--- src/rtl/conv_layer_sequencer.sv ---
// ---------------------------------------------------------------------------
// conv_layer_sequencer
//
// Runs one convolution layer, one output-channel tile at a time. For each
// tile the sequencer:
//   1. pulses the weight cache start and waits for the tile weights,
//   2. lets the Img2Col engine stream activations into the systolic array
//      until the engine reports end of pass,
//   3. waits a fixed number of cycles while the systolic array drains.
// When the last tile has drained, it pulses done.
//
// Optional feature (macro CONV_SEQ_PERF_CNT_EN):
//   Adds the stall_cycles and stream_cycles performance counters. These are
//   absent in the default build.
//
// Parameters:
//   TILE_W        width of tile_count / tile_idx
//   DRAIN_W       width of drain_cycles and the drain counter
//   WAIT_TIMEOUT  maximum number of cycles spent waiting for weights
//
// Ports:
//   clk, rst        clock; synchronous active-high reset
//   start           one-cycle layer start; only accepted while idle
//   tile_count      tiles per layer (0 behaves as 1), sampled on start
//   drain_cycles    systolic flush length (0 behaves as 1), sampled on start
//   weight_start    one-cycle pulse to the weight cache
//   weight_cached   level from the weight cache: weights resident
//   img2col_start   level, high while activations stream
//   layer_end       one-cycle pulse from Img2Col: pass complete
//   array_valid_en  gate for the Img2Col valid into the systolic array
//   busy            high whenever the sequencer is not idle
//   tile_idx        0-based index of the current tile
//   done            one-cycle pulse when the layer completes
//   error           sticky; set on a weight timeout or a stray layer_end,
//                   cleared by rst or an accepted start
//   stall_cycles    (perf build) cycles spent waiting for weights
//   stream_cycles   (perf build) cycles spent streaming
//
// All outputs are registered.
// ---------------------------------------------------------------------------
module conv_layer_sequencer #(
    parameter int unsigned TILE_W       = 8,
    parameter int unsigned DRAIN_W      = 16,
    parameter int unsigned WAIT_TIMEOUT = 1048576
) (
    input  logic               clk,
    input  logic               rst,
    input  logic               start,
    input  logic [TILE_W-1:0]  tile_count,
    input  logic [DRAIN_W-1:0] drain_cycles,
    output logic               weight_start,
    input  logic               weight_cached,
    output logic               img2col_start,
    input  logic               layer_end,
    output logic               array_valid_en,
    output logic               busy,
    output logic [TILE_W-1:0]  tile_idx,
    output logic               done,
    output logic               error
`ifdef CONV_SEQ_PERF_CNT_EN
    ,
    output logic [31:0]        stall_cycles,
    output logic [31:0]        stream_cycles
`endif
);

    // Wide enough to hold WAIT_TIMEOUT - 1, the last wait count.
    localparam int unsigned WAIT_W = $clog2(WAIT_TIMEOUT + 1);
    localparam logic [WAIT_W-1:0] WAIT_LAST = WAIT_W'(WAIT_TIMEOUT - 1);

    typedef enum logic [2:0] {
        StIdle,
        StLoadW,
        StStream,
        StDrain,
        StNext
    } state_e;

    state_e             state;
    logic [TILE_W-1:0]  tile_last;   // index of the final tile of this layer
    logic [DRAIN_W-1:0] drain_len;   // latched drain length, never 0
    logic [DRAIN_W-1:0] drain_cnt;
    logic [WAIT_W-1:0]  wait_cnt;

    always_ff @(posedge clk) begin
        if (rst) begin
            state          <= StIdle;
            tile_last      <= '0;
            drain_len      <= DRAIN_W'(1);
            drain_cnt      <= DRAIN_W'(1);
            wait_cnt       <= '0;
            weight_start   <= 1'b0;
            img2col_start  <= 1'b0;
            array_valid_en <= 1'b0;
            busy           <= 1'b0;
            tile_idx       <= '0;
            done           <= 1'b0;
            error          <= 1'b0;
        end else begin
            // Single-cycle pulses default low.
            weight_start <= 1'b0;
            done         <= 1'b0;

            unique case (state)
                StIdle: begin
                    if (start) begin
                        tile_last    <= (tile_count == '0) ? '0 : tile_count - TILE_W'(1);
                        drain_len    <= (drain_cycles == '0) ? DRAIN_W'(1) : drain_cycles;
                        tile_idx     <= '0;
                        error        <= 1'b0;
                        wait_cnt     <= '0;
                        weight_start <= 1'b1;
                        busy         <= 1'b1;
                        state        <= StLoadW;
                    end
                end

                StLoadW: begin
                    // Weights arriving on the final allowed cycle still count.
                    if (weight_cached) begin
                        img2col_start  <= 1'b1;
                        array_valid_en <= 1'b1;
                        state          <= StStream;
                    end else if (wait_cnt == WAIT_LAST) begin
                        error <= 1'b1;
                        busy  <= 1'b0;
                        state <= StIdle;
                    end else begin
                        wait_cnt <= wait_cnt + WAIT_W'(1);
                    end
                end

                StStream: begin
                    if (layer_end) begin
                        drain_cnt      <= drain_len;
                        img2col_start  <= 1'b0;
                        array_valid_en <= 1'b0;
                        state          <= StDrain;
                    end
                end

                StDrain: begin
                    if (drain_cnt == DRAIN_W'(1)) begin
                        state <= StNext;
                    end else begin
                        drain_cnt <= drain_cnt - DRAIN_W'(1);
                    end
                end

                StNext: begin
                    if (tile_idx == tile_last) begin
                        done  <= 1'b1;
                        busy  <= 1'b0;
                        state <= StIdle;
                    end else begin
                        tile_idx     <= tile_idx + TILE_W'(1);
                        wait_cnt     <= '0;
                        weight_start <= 1'b1;
                        state        <= StLoadW;
                    end
                end

                default: begin
                    state <= StIdle;
                    busy  <= 1'b0;
                end
            endcase

            // A pass-complete pulse is only legal while streaming. It flags an
            // error but does not steer the state machine. Placed after the
            // case so it wins over the clear on a simultaneous start.
            if (layer_end && (state != StStream)) begin
                error <= 1'b1;
            end
        end
    end

`ifdef CONV_SEQ_PERF_CNT_EN
    // Saturating counters; they hold after done so software can read them
    // once the layer has finished.
    always_ff @(posedge clk) begin
        if (rst || ((state == StIdle) && start)) begin
            stall_cycles  <= '0;
            stream_cycles <= '0;
        end else begin
            if ((state == StLoadW) && (stall_cycles != 32'hFFFF_FFFF)) begin
                stall_cycles <= stall_cycles + 32'd1;
            end
            if ((state == StStream) && (stream_cycles != 32'hFFFF_FFFF)) begin
                stream_cycles <= stream_cycles + 32'd1;
            end
        end
    end
`endif

endmodule

--- config.mk ---
export PLATFORM = sky130hd
export DESIGN_NAME = conv_layer_sequencer
export DESIGN_NICKNAME = d
export VERILOG_FILES = /design/src/rtl/conv_layer_sequencer.sv
export SDC_FILE = /design/constraint.sdc
export NUM_CORES = 1
export LEC_CHECK = 0
export ABC_AREA = 1
export BUFFER_PORTS_ARGS = -buffer_cell sky130_fd_sc_hd__buf_2
export CAP_MARGIN = 20
export CORE_ASPECT_RATIO = 1.75
export CORE_UTILIZATION = 54
export CTS_CLUSTER_DIAMETER = 200
export DETAILED_ROUTE_END_ITERATION = 12
export GPL_TIMING_DRIVEN = 0
export PLACE_DENSITY = 0.77
export SLEW_MARGIN = 20
export SYNTH_ARGS = -nofsm -noshare
export SYNTH_HDL_FRONTEND = slang
export SYNTH_SLANG_ARGS = --single-unit
--- constraint.sdc ---
create_clock -name clk -period 1.5 [get_ports clk]
set_input_delay 0.225 -clock clk [delete_from_list [all_inputs] [get_ports clk]]
set_output_delay 0.225 -clock clk [all_outputs]
set_load 0.01 [all_outputs]
==> results.toml <==
[clocking]
clock_path_buffers = 2
clkTransAtPathRegs_ps = 60
cts_sinks = 77
clk_latency_ps = 350
cts_made_buffers = 9
cts_tree = "built"
cts_root_buf = "clkbuf_16"
h-tree-depth = 3

[timing]
max_freq_mhz = 562
setup_viol = 50
post-route-min-period_ps = 1780
drv_slew = 0
worst_slack_ps = -279
tightest_slew_ps = 669
report.final.hold_viol_count = 0
setup_tns_ps = -5680
fin_skew_ps = 5.89
grt_setup_unrepaired = "true"
fin_crit_sh_pct = 119
slew_headroom_pct = 55.4

[yosys]
yosysTopAreaCellShare_pct = 34.0
syn_nets = 712
netlist_area_um2 = 4530
synth_cells = 677
synth-seq-cells = 77
async_flop_share_pct = 0
synth_flop_cell = "dfxtp_1"
synth.area.top_cells = "dfxtp_1 34%, nand2_1 14%, nor2_1 7.1%"
synth_edf_count = 0
yosysWarnings = 0
synthDistinctLibCells = 39
yosys.area.top_type = "dfxtp_1"
seq_area_frac_synth_pct = 34.0
avgSynthCellArea_um2 = 6.70

[floorplan]
start_util_pct = 56.5
core_um2 = 8020
dieArea_um2 = 8780
core.rowCount = 43
die_h_um = 123
io_pins = 43
die_x_um = 71.3

[critical_path]
cp.arrival_ps = 2060
start_kind = "flop"
cp-end-kind = "flop"
reg2reg_slack_ps = -280
worstSetupPathType = "flop to flop"
crit_slowest_cell = "dfxtp_2"
worstPathCellList = "nor2_2 > nand2_2 > nor2_4 > nand3_1 > nand2_1 > nand2_2 > nand2_1 > nand2_1 > a21oi_2"
crit_fanout = 4
critPathTopFamily = "simple AND/OR/NAND/NOR gates"
critical_path_required_ps = 1780
worst-path-buf-inv = 0
slowest_delay_ps = 350
crit_top_cell = "nand2_1"

[place]
dpl_cell_area_um2 = 4880
gp_congestion = 0.939
hpwl_um = 9230
portBuffers = 42

[status]
violations = "design-rule violations, negative setup slack"
outcome = "finished with violations"

[pwr]
leakagePower_uw = 0.00267
switching_share_pct = 43.4
power_frac_seq_pct = 25.3
ir_drop_uv = 1050
comb_power_share_pct = 53.5
p_int_uw = 6320
net-switching-power_uw = 4850
p_per_area_nw_per_um2 = 1720
clockPowerShare_pct = 21.3

[global_route]
first_global_vias = 5152
grt-ovfl-total = 0
grt_pass1_wl_um = 23900
grt_max_degree = 14
antenna_found_initial = 0
gr-usage-all-layers_pct = 35.6

[layout]
finalNetCount = 825
multi_input_area_um2 = 3160
fillCellCount = 447
regArea_um2 = 1670
diodes = 0
drive_gt1_share_pct = 42.6
finish.instance_area_um2 = 6500
area_growth_pct = 43.5

[routing]
antenna_left = 0
drcViolationCount = 4
routed_wl_um = 17900
vias = 5527
firstDrtPassIters = 12
drt_iter0_drc = 679
wire_per_inst_um = 20.2
via_per_inst = 6.25

[min_path]
hold_path.class = "primary input to flop"

[job]
maxCapViolCount = 0
## power groups by stage
stage | registers (uW) | clock network [uW] | logic, uW
6_report | 2820 | 2370 | 5970
5_1_grt | 2840 | 2470 | 6230
4_1_cts | 2710 | 2350 | 4480
3_5_place_dp | 2680 | 0 | 3000
3_3_place_gp | 2680 | 0 | 2930
2_1_floorplan | 2640 | 0 | 2240
## kinds of logic after synthesis
logic type,share of synthesized area [%]
xor+xnor,5.02
compound gates,14.0
buf+inv,9.08
fa+ha+maj,1.66
simple gates,36.3
flops,34.0
## sequential cells by signal, summed over array words and instances (netlist names)
register,flops
wait_cnt,21
drain_cnt,16
drain_len,16
tile_idx,8
tile_last,8
state,3
array_valid_en,1
busy,1
done,1
error,1
weight_start,1
## final timing paths
kind	startpoint	to	depth (start not counted)
max reg2reg	drain_cnt[1]	drain_cnt[9]	9
min reg2reg	drain_len[7]	drain_len[7]	2
max	drain_cnt[1]	drain_cnt[9]	9
min	tile_count[0]	tile_last[0]	2
## routing by layer
layer / share of wire [%] / wire, um / vias to the layer above / global-route usage [%]
met5: 0 / 0 / - / 0
met4: 10 / 1780 / 0 / 30.9
met3: 8.7 / 1560 / 179 / 6.68
met2: 50 / 8960 / 425 / 65.9
met1: 31 / 5580 / 2507 / 32.7
li1: - / - / 2416 / -
## Yosys cell counts (7+ instances only)
cell type	number
nand4_1	13
inv_2	7
nand2_1	166
a21oi_1	36
o21ai_0	46
a21oi_2	12
inv_1	65
nand2_2	27
clkbuf_1	8
nor3_1	7
xnor2_1	14
xor2_1	12
dfxtp_1	77
buf_2	7
nor2_1	86
nand3_1	39
## what timing repair did
action                     CTS  global route
pin swaps                   39            50
setup buffers               28            28
gates resized for setup    148           144
setup endpoints to repair   73            68
gates cloned                 5             1
hold buffers                 0             0
## metrics by stage
step | power, uW | hold WS [ps] | cells | worst slack [ps] | util (%)
after floorplan | 4880 | 334 | 677 | 7.02 | -
after global placement | 5600 | 436 | 809 | -301 | 60.9
after detailed placement | 5680 | 430 | 809 | -343 | 60.9
after CTS | 9540 | 84.9 | 858 | -120 | 73.1
after global routing | 11500 | 99.0 | 885 | -424 | 81.1
final | 11200 | 77.8 | 885 | -279 | 81.1
## layout make-up
| type | count | share of cell area (%) |
|---|---|---|
| Sequential cell | 77 | 25.6 |
| Inverter | 75 | 4.92 |
| Tap cell | 90 | 1.73 |
| Multi-Input combinational cell | 505 | 48.6 |
| Buffer | 21 | 3.27 |
| Clock buffer | 9 | 3.46 |
| Clock inverter | 7 | 1.37 |
| Timing Repair Buffer | 101 | 11.1 |
## layout by cell type (no fill, tap or decap), drive strengths merged, types with 2 or more instances in the layout
cell type  netlist  routed
bufinv           0       2
xor2            12      12
o211ai           4       4
nand3b           4       4
nand2          195     196
a22o             3       3
o22ai            4       4
nor2            93      93
o21bai           2       2
xnor2           14      14
buf             13     113
dfxtp           77      77
nor3             9       9
a21oi           48      48
nor4             4       4
o21ai           49      49
inv             72      74
nand4           13      13
clkinv           3       6
nand3           42      42
ha               6       6
clkbuf           8      18
(Power assumes the default switching activity.)
